File: src/rtl/cdr_acq_ctl.sv
// Acquisition and lock sequencer for the baud-rate MM CDR: aux-PD calibration,
// exhaustive PI sweep on ADC magnitude, hand-off to the loop filter and loss-of-lock re-acquisition.
module cdr_acq_ctl #(
  parameter int Nadc    = 8,
  parameter int Nti     = 1,
  parameter int Npi     = 8,
  parameter int Ncal    = 10,
  parameter int Nsettle = 4,
  parameter int Nwin    = 6,
  localparam int Nm     = Nadc + $clog2(Nti) + Nwin
) (
  input  logic                            clk,
  input  logic                            rstn,
  input  logic                            start,
  input  logic signed [Nti-1:0][Nadc-1:0] din,
  input  logic [Nm-1:0]                   lol_thresh,
  output logic                            sel_ext_pi,
  output logic [Npi-1:0]                  pi_ctl_ext,
  output logic                            sel_ext_pd_offset,
  output logic                            locked,
  output logic                            busy,
  output logic [Npi-1:0]                  best_code
);

  localparam int CNT_W = (Ncal > Nsettle) ? ((Ncal > Nwin) ? Ncal : Nwin)
                                          : ((Nsettle > Nwin) ? Nsettle : Nwin);
  localparam logic [CNT_W-1:0] CAL_LAST    = CNT_W'((1 << Ncal) - 1);
  localparam logic [CNT_W-1:0] SETTLE_LAST = CNT_W'((1 << Nsettle) - 1);
  localparam logic [CNT_W-1:0] WIN_LAST    = CNT_W'((1 << Nwin) - 1);

  typedef enum logic [2:0] {
    IDLE, CAL, SETTLE, MEAS, HANDOFF, TRACK
  } state_t;

  state_t           state;
  logic [CNT_W-1:0] cnt;
  logic [Npi-1:0]   code;
  logic [Nm-1:0]    acc;
  logic [Nm-1:0]    best_metric;
  logic [Npi-1:0]   best_code_tmp;
  logic [1:0]       lol_cnt;

  logic [Nm-1:0]    mag_sum;
  logic [Nm-1:0]    acc_next;
  logic             better;
  logic [Npi-1:0]   pick_code;
  logic [Nm-1:0]    pick_metric;

  // Magnitude in Nadc unsigned bits, so the most negative code maps to 2^(Nadc-1)
  function automatic logic [Nadc-1:0] abs_mag(input logic signed [Nadc-1:0] x);
    return x[Nadc-1] ? (~x + 1'b1) : x;
  endfunction

  // Stage 0: per-cycle slice magnitude sum and running window metric
  always_comb begin
    mag_sum = '0;
    for (int i = 0; i < Nti; i++) begin
      mag_sum = mag_sum + Nm'(abs_mag(din[i]));
    end
    acc_next    = acc + mag_sum;
    better      = (acc_next > best_metric);
    pick_code   = better ? code : best_code_tmp;
    pick_metric = better ? acc_next : best_metric;
  end

  // Stage 1: sequencer state and registered CDR controls
  always_ff @(posedge clk or negedge rstn) begin
    if (!rstn) begin
      state             <= IDLE;
      cnt               <= '0;
      code              <= '0;
      acc               <= '0;
      best_metric       <= '0;
      best_code_tmp     <= '0;
      lol_cnt           <= '0;
      sel_ext_pi        <= 1'b1;
      pi_ctl_ext        <= '0;
      sel_ext_pd_offset <= 1'b1;
      locked            <= 1'b0;
      busy              <= 1'b0;
      best_code         <= '0;
    end else if (!start) begin
      state             <= IDLE;
      cnt               <= '0;
      code              <= '0;
      acc               <= '0;
      best_metric       <= '0;
      best_code_tmp     <= '0;
      lol_cnt           <= '0;
      sel_ext_pi        <= 1'b1;
      pi_ctl_ext        <= '0;
      sel_ext_pd_offset <= 1'b1;
      locked            <= 1'b0;
      busy              <= 1'b0;
    end else begin
      case (state)
        IDLE: begin
          state             <= CAL;
          cnt               <= '0;
          sel_ext_pd_offset <= 1'b0;
          busy              <= 1'b1;
        end
        CAL: begin
          if (cnt == CAL_LAST) begin
            state         <= SETTLE;
            cnt           <= '0;
            code          <= '0;
            pi_ctl_ext    <= '0;
            best_metric   <= '0;
            best_code_tmp <= '0;
          end else begin
            cnt <= cnt + 1'b1;
          end
        end
        SETTLE: begin
          if (cnt == SETTLE_LAST) begin
            state <= MEAS;
            cnt   <= '0;
            acc   <= '0;
          end else begin
            cnt <= cnt + 1'b1;
          end
        end
        MEAS: begin
          if (cnt == WIN_LAST) begin
            cnt           <= '0;
            acc           <= '0;
            best_metric   <= pick_metric;
            best_code_tmp <= pick_code;
            if (code != '1) begin
              state      <= SETTLE;
              code       <= code + 1'b1;
              pi_ctl_ext <= code + 1'b1;
            end else begin
              // Last window is folded in here so HANDOFF starts on the final winner
              state      <= HANDOFF;
              best_code  <= pick_code;
              pi_ctl_ext <= pick_code;
            end
          end else begin
            acc <= acc_next;
            cnt <= cnt + 1'b1;
          end
        end
        HANDOFF: begin
          if (cnt == SETTLE_LAST) begin
            state      <= TRACK;
            cnt        <= '0;
            acc        <= '0;
            lol_cnt    <= '0;
            sel_ext_pi <= 1'b0;
            locked     <= 1'b1;
            busy       <= 1'b0;
          end else begin
            cnt <= cnt + 1'b1;
          end
        end
        TRACK: begin
          if (cnt == WIN_LAST) begin
            cnt <= '0;
            acc <= '0;
            if (acc_next < lol_thresh) begin
              if (lol_cnt == 2'd1) begin
                // Re-acquire without recalibrating; aux PD stays enabled
                state         <= SETTLE;
                code          <= '0;
                pi_ctl_ext    <= '0;
                best_metric   <= '0;
                best_code_tmp <= '0;
                lol_cnt       <= '0;
                sel_ext_pi    <= 1'b1;
                locked        <= 1'b0;
                busy          <= 1'b1;
              end else begin
                lol_cnt <= lol_cnt + 1'b1;
              end
            end else begin
              lol_cnt <= '0;
            end
          end else begin
            acc <= acc_next;
            cnt <= cnt + 1'b1;
          end
        end
        default: state <= IDLE;
      endcase
    end
  end

endmodule
File: config.mk
export PLATFORM = sky130hd
export DESIGN_NAME = cdr_acq_ctl
export DESIGN_NICKNAME = d
export VERILOG_FILES = /design/src/rtl/cdr_acq_ctl.sv
export SDC_FILE = /design/constraint.sdc
export NUM_CORES = 1
export LEC_CHECK = 0
export CORE_MARGIN = 1
export CORE_UTILIZATION = 28
export CTS_CLUSTER_SIZE = 14
export DETAILED_ROUTE_END_ITERATION = 8
export PLACE_DENSITY = 0.57
export SLEW_MARGIN = 40
export SYNTH_ARGS = -nofsm -noshare
export SYNTH_HDL_FRONTEND = slang
export SYNTH_SLANG_ARGS = --single-unit
File: constraint.sdc
create_clock -name clk -period 5.75 [get_ports clk]
set_input_delay 1.4375 -clock clk [delete_from_list [all_inputs] [get_ports clk]]
set_output_delay 1.4375 -clock clk [all_outputs]
set_load 0.005 [all_outputs]
Word-level counts from Yosys, hierarchy flattened:

Cells that the tools add are included.

* bits in registers: 79
* input bits: 25
* output and inout bits: 20
* word-level logic and storage cells: 126

* add/subtract/negate cells: 5
* order comparisons: 2
* equality and inequality tests: 26
* mux-type cells: 66
* bitwise operators: 2
* reductions and logical operators: 12

Operators by type and width (number)
* two-way mux 14 bit: 10
* two-way mux 8 bit: 14
* case mux 8 bit (3 select lines): 3
* case mux 14 bit (3 select lines): 1
* two-way mux 10 bit: 4
* case mux 10 bit (4 select lines): 1
* inequality test 3 bit, second input constant: 10
* case mux 14 bit (2 select lines): 1
* two-way mux 3 bit: 9
* AND reduction 7 bit: 3
* case mux 3 bit (6 select lines): 1
* adder 8 x 1 -> 8 bit, second input constant: 2
* adder 14 x 8 -> 14 bit: 1
* > comparator 14 bit: 1
* < comparator 14 bit: 1
* two-way mux 1 bit: 13
* adder 10 x 1 -> 10 bit, second input constant: 1
* == test 10 bit, second input constant: 1
* == test 10 x 4 -> 1 bit, second input constant: 1
* == test 10 x 6 -> 1 bit, second input constant: 1
* two-way mux 2 bit: 5
* AND reduction 5 bit: 2
* inequality test 4 x 1 -> 1 bit, second input constant: 2
* inequality test 8 bit, second input constant: 1
* 20 further kinds: 24

Depth between registers and ports, before layout:

* word-level depth: 10
* depth in mapped cells: 20
* mapped depth without buffers: 18

Least setup slack after synthesis:

Ideal clock, no wire load.

* path type: in2reg
* start point: in din[1] (netlist bit)
* end point: reg pi_ctl_ext[3]
* library setup time: 0.125 ns
* arrival time: 5.690 ns
* required time: 5.625 ns
* path slack: -0.064 ns
* stages on the path: 16
* cell sequence: or3_1 > o31ai_1 > xnor2_1 > ha_1 > a21oi_1 > or4b_2 > nand3_1 > xnor2_1 > ha_1 > nand2_1 > o21ai_0 > o41ai_4 > or4b_1 > buf_2 > nor2_2 > mux2_2

* longest elaborated chain between the ends: 10

RTL lines
* from (decl): line 15 `input logic signed [Nti-1:0][Nadc-1:0] din,`
* inverter 8 bit: line 51 `return x[Nadc-1] ? (~x + 1'b1) : x;`
* adder 8 x 1 -> 8 bit: line 51
* two-way mux 8 bit *: line 51
* adder 14 x 8 -> 14 bit *: line 60 `acc_next = acc + mag_sum;`
* > comparator 14 bit: line 61 `better = (acc_next > best_metric);`
* two-way mux 8 bit: line 62 `pick_code = better ? code : best_code_tmp;`
* two-way mux 8 bit: line 130 `if (code != '1) begin`
* two-way mux 8 bit: line 125 `if (cnt == WIN_LAST) begin`
* case mux 8 bit (3 select lines): line 96 `case (state)`
* two-way mux 8 bit: line 82 `end else if (!start) begin`
* to (signal assigned): line 133 `pi_ctl_ext <= code + 1'b1;`
* to (signal assigned): line 138 `pi_ctl_ext <= pick_code;`
* to (decl): line 18 `output logic [Npi-1:0] pi_ctl_ext,`

Every way passes the cells marked *; elsewhere a longest branch is shown, timed or not. The select of a mux whose other input is x is not followed.
A chain may end at the register's enable or synchronous reset.

Worst setup path in the final report:

* start point: in din[2] (netlist bit)
* end point: reg best_metric[12]

* longest elaborated chain between the ends: 8

RTL lines
* inverter 8 bit: line 51
* adder 8 x 1 -> 8 bit: line 51
* two-way mux 8 bit *: line 51
* adder 14 x 8 -> 14 bit *: line 60
* branches (longest 4 deep; another with > comparator 14 bit)
* to (signal assigned): line 128 `best_metric <= pick_metric;`
* to (decl): line 39 `logic [Nm-1:0] best_metric;`

Mark *: on every way between the ends. The select of a mux whose other input is x is not followed.

==> out/results.ini <==
[clock_network]
clockBufferDepth=2
cts_tree=built
clkTransAtPathRegs_ns=0.06
cts-root-buf=clkbuf_16
cts_buffers=9
ctsHtreeMaxLevel=3
clock-sinks=79
clock_latency_ns=0.35

[synth]
synth-seq-cells=79
yosysUniqueCellTypes=62
syn-num-nets=627
synth_area_per_cell_sq_um=9.22
synth-seq-area-share_pct=38.2
synth_edf_count=0
synthCells=562
ys_async_sr_fraction_pct=100
synthesis.area_sq_um=5180
netlist_top_cells_area=dfrtp_1, ha_1, a22o_1
synth_ff_type=dfrtp_1
yosys.area.top_type=dfrtp_1
synth_top_area_share_pct=37.2
ys_warn_count=0

[grt]
grt_pass1_vias=4654
grt_util_all_layers_pct=14.7
grt_max_degree=80
antenna_found_initial=0
grt_first_pass_wirelength_um=23000
grt-ovfl-total=0

[finish]
utilization_pct=37.7
final_common_cell=dfrtp_1
antennaDiodeCount=0
mostFrequentLayoutCells=dfrtp_1, buf_4, a21oi_1
syn_to_final_growth_pct=31.0
fin_nets=720
layout-drive-gt1-share_pct=18.8
fin_area_sq_um=6790
finalNonFillerCells=889

[floorplanning]
initial_core_util_pct=28.8
die-area_sq_um=19100
rows=49
dieWidth_um=138
io-pin-count=45
die_h_um=138
coreArea_sq_um=18000

[critical_path]
worst-path-max-fanout=6
crit_required_ns=6.04
reg2reg_depth=16
timing.setup.critical_path_class=in2reg
cp_data_arrival_time_ns=5.80
endpoint_kind=flop
cp-start-kind=input pin

[run]
cap_viol_max_count=0

[detailed_routing]
drt-pass1-iter-count=4
drtAntennaViolNets=0
num_vias=4653
drt-initial-drc-count=290
wl_per_cell_um=15.9
wirelength_um=14100
drc_errors=0
vias_per_cell=5.23

[timing]
setup_viol=0
slew_violations=0
fmax_ghz=0.181
relSlewSlack_pct=57.0
worst_pin_slew_ns=0.641
fin_skew_ns=0.0126
worst_slack_ns=0.240
period_needed_ns=5.51
hold_viol=0
post-route-period-util_pct=95.8

[placed_design]
dp.cells=866
globalplace.congestion=0.844
portBuffers=44
placed_area_sq_um=6250
hpwlAfterDp_um=9990
pre_cts_ws_ns=-0.653

[min_path]
min-delay-path-class=reg2reg
hold_depth=2

[pwr]
total_power_uw=2230
leakage_uw=0.00307
p_sw_uw=815
p_comb_share_pct=42.7
pwr-share-clk_pct=27.4
p_sw_share_pct=36.5
seq_power_share_pct=29.9
power_density_nw_per_um2=329
p_int_uw=1420
peakVddDrop_mv=0.169

[outcome]
outcome=finished clean

[routing by layer]
layer	GRT usage (%)	vias to the layer above	routed length, um	part of all wire [%]
met3	2.67	13	538	3.8
met1	18.7	2290	6390	45
met4	4.34	0	172	1.2
met2	25.2	94	7030	50
li1	-	2256	-	-
met5	0	-	0	0
[power by group through the flow]
stage               combinational [uW]  clock [uW]  sequential [uW]
finish                             954         612              668
global route                      1050         647              677
CTS                                912         626              666
detailed placement                 888           0              676
global placement                   866           0              673
floorplan                          541           0              643
[sequential cells by signal, summed over array words and instances, names as in the netlist, 2 cells and up]
name / cells
cnt: 10
best_code: 8
pi_ctl_ext: 8
best_code_tmp: 8
lol_cnt: 2
best_metric: 14
state: 3
acc: 14
code: 8
[logic make-up (layout without fill, tap and decap cells)]
kind of cell | Yosys count | count (layout) | share of synthesized area (%)
fa+ha+maj | 40 | 40 | 9.80
buf+inv | 70 | 168 | 5.43
flops | 79 | 79 | 38.2
mux | 12 | 12 | 2.39
simple gates | 152 | 152 | 16.2
compound gates | 188 | 188 | 24.5
xor+xnor | 21 | 21 | 3.55
[area by class of cell]
class                      count  area (sq um)
fill                        1830         11200
multi-input combinational    413          3030
sequential                    79          1980
timing repair buffer         110          1020
tap                          229           287
clock buffer                  12           267
inverter                      42           158
clock inverter                 4          51.3
[stage by stage]
step	TNS (ns)	hold WS, ns
final	0	0.493
after global routing	-0.870	0.516
after CTS	0	0.498
after detailed placement	-25.42	0.484
after global placement	-21.29	0.477
after floorplan	0	0.454
[synth_stat cells (2+ instances only)]
library cell,number
a21oi_1,52
ha_1,39
nand2_1,38
o21a_1,3
a31oi_1,18
mux2_2,3
dfrtp_1,77
and4_1,2
nand3_1,21
xor2_1,2
nor2b_1,6
a41oi_1,2
mux2i_1,9
o311ai_0,2
o21ai_0,31
xnor2_1,19
or2_2,4
nor4_4,2
o22ai_1,2
buf_2,3
o21bai_1,2
o2bb2ai_1,5
a211oi_1,7
o31ai_1,8
a21o_1,4
inv_1,42
buf_6,2
nor3_1,7
and3_1,11
a221oi_1,3
nand4_1,5
nor2_1,28
a21boi_0,5
dfstp_2,2
clkbuf_1,22
or3_1,6
nand2b_1,10
a22o_2,2
o211ai_1,4
a22o_1,30
[worst max-delay path: stages]
cell,delay (ns)
dlymetal6s2s_1,0.13
or3_4,0.42
nand2_4,0.09
xnor2_2,0.07
ha_1,0.31
buf_4,0.15
a221oi_2,0.26
buf_4,0.16
a211oi_2,0.08
o211ai_1,0.32
xnor2_1,0.19
ha_1,0.30
a21oi_2,0.15
o21ai_2,0.09
o41ai_4,0.35
or4b_4,0.52
nor4_4,0.29
buf_6,0.18
clkbuf_16,0.16
a22o_2,0.14
[what timing repair did]
item	in CTS	in global routing
endpoints found under the setup margin	49	52
hold buffers	0	0
hold endpoints to repair	0	0
pin swaps	3	14
resized for setup	12	22
gates cloned	0	3
setup buffers	1	2
[path summary, 6_finish.rpt]
| path | end | from | slack (ns) |
|---|---|---|---|
| min in group asynchronous | locked | rstn | 0.94 |
| max | best_metric[12] | din[2] | 0.24 |
| max reg2reg | best_metric[12] | acc[0] | 1.53 |
| max in group asynchronous | sel_ext_pd_offset | rstn | 4.24 |
| min | sel_ext_pd_offset | sel_ext_pd_offset | 0.49 |
| min reg2reg | sel_ext_pd_offset | sel_ext_pd_offset | 0.49 |
(Power assumes the default switching activity.)
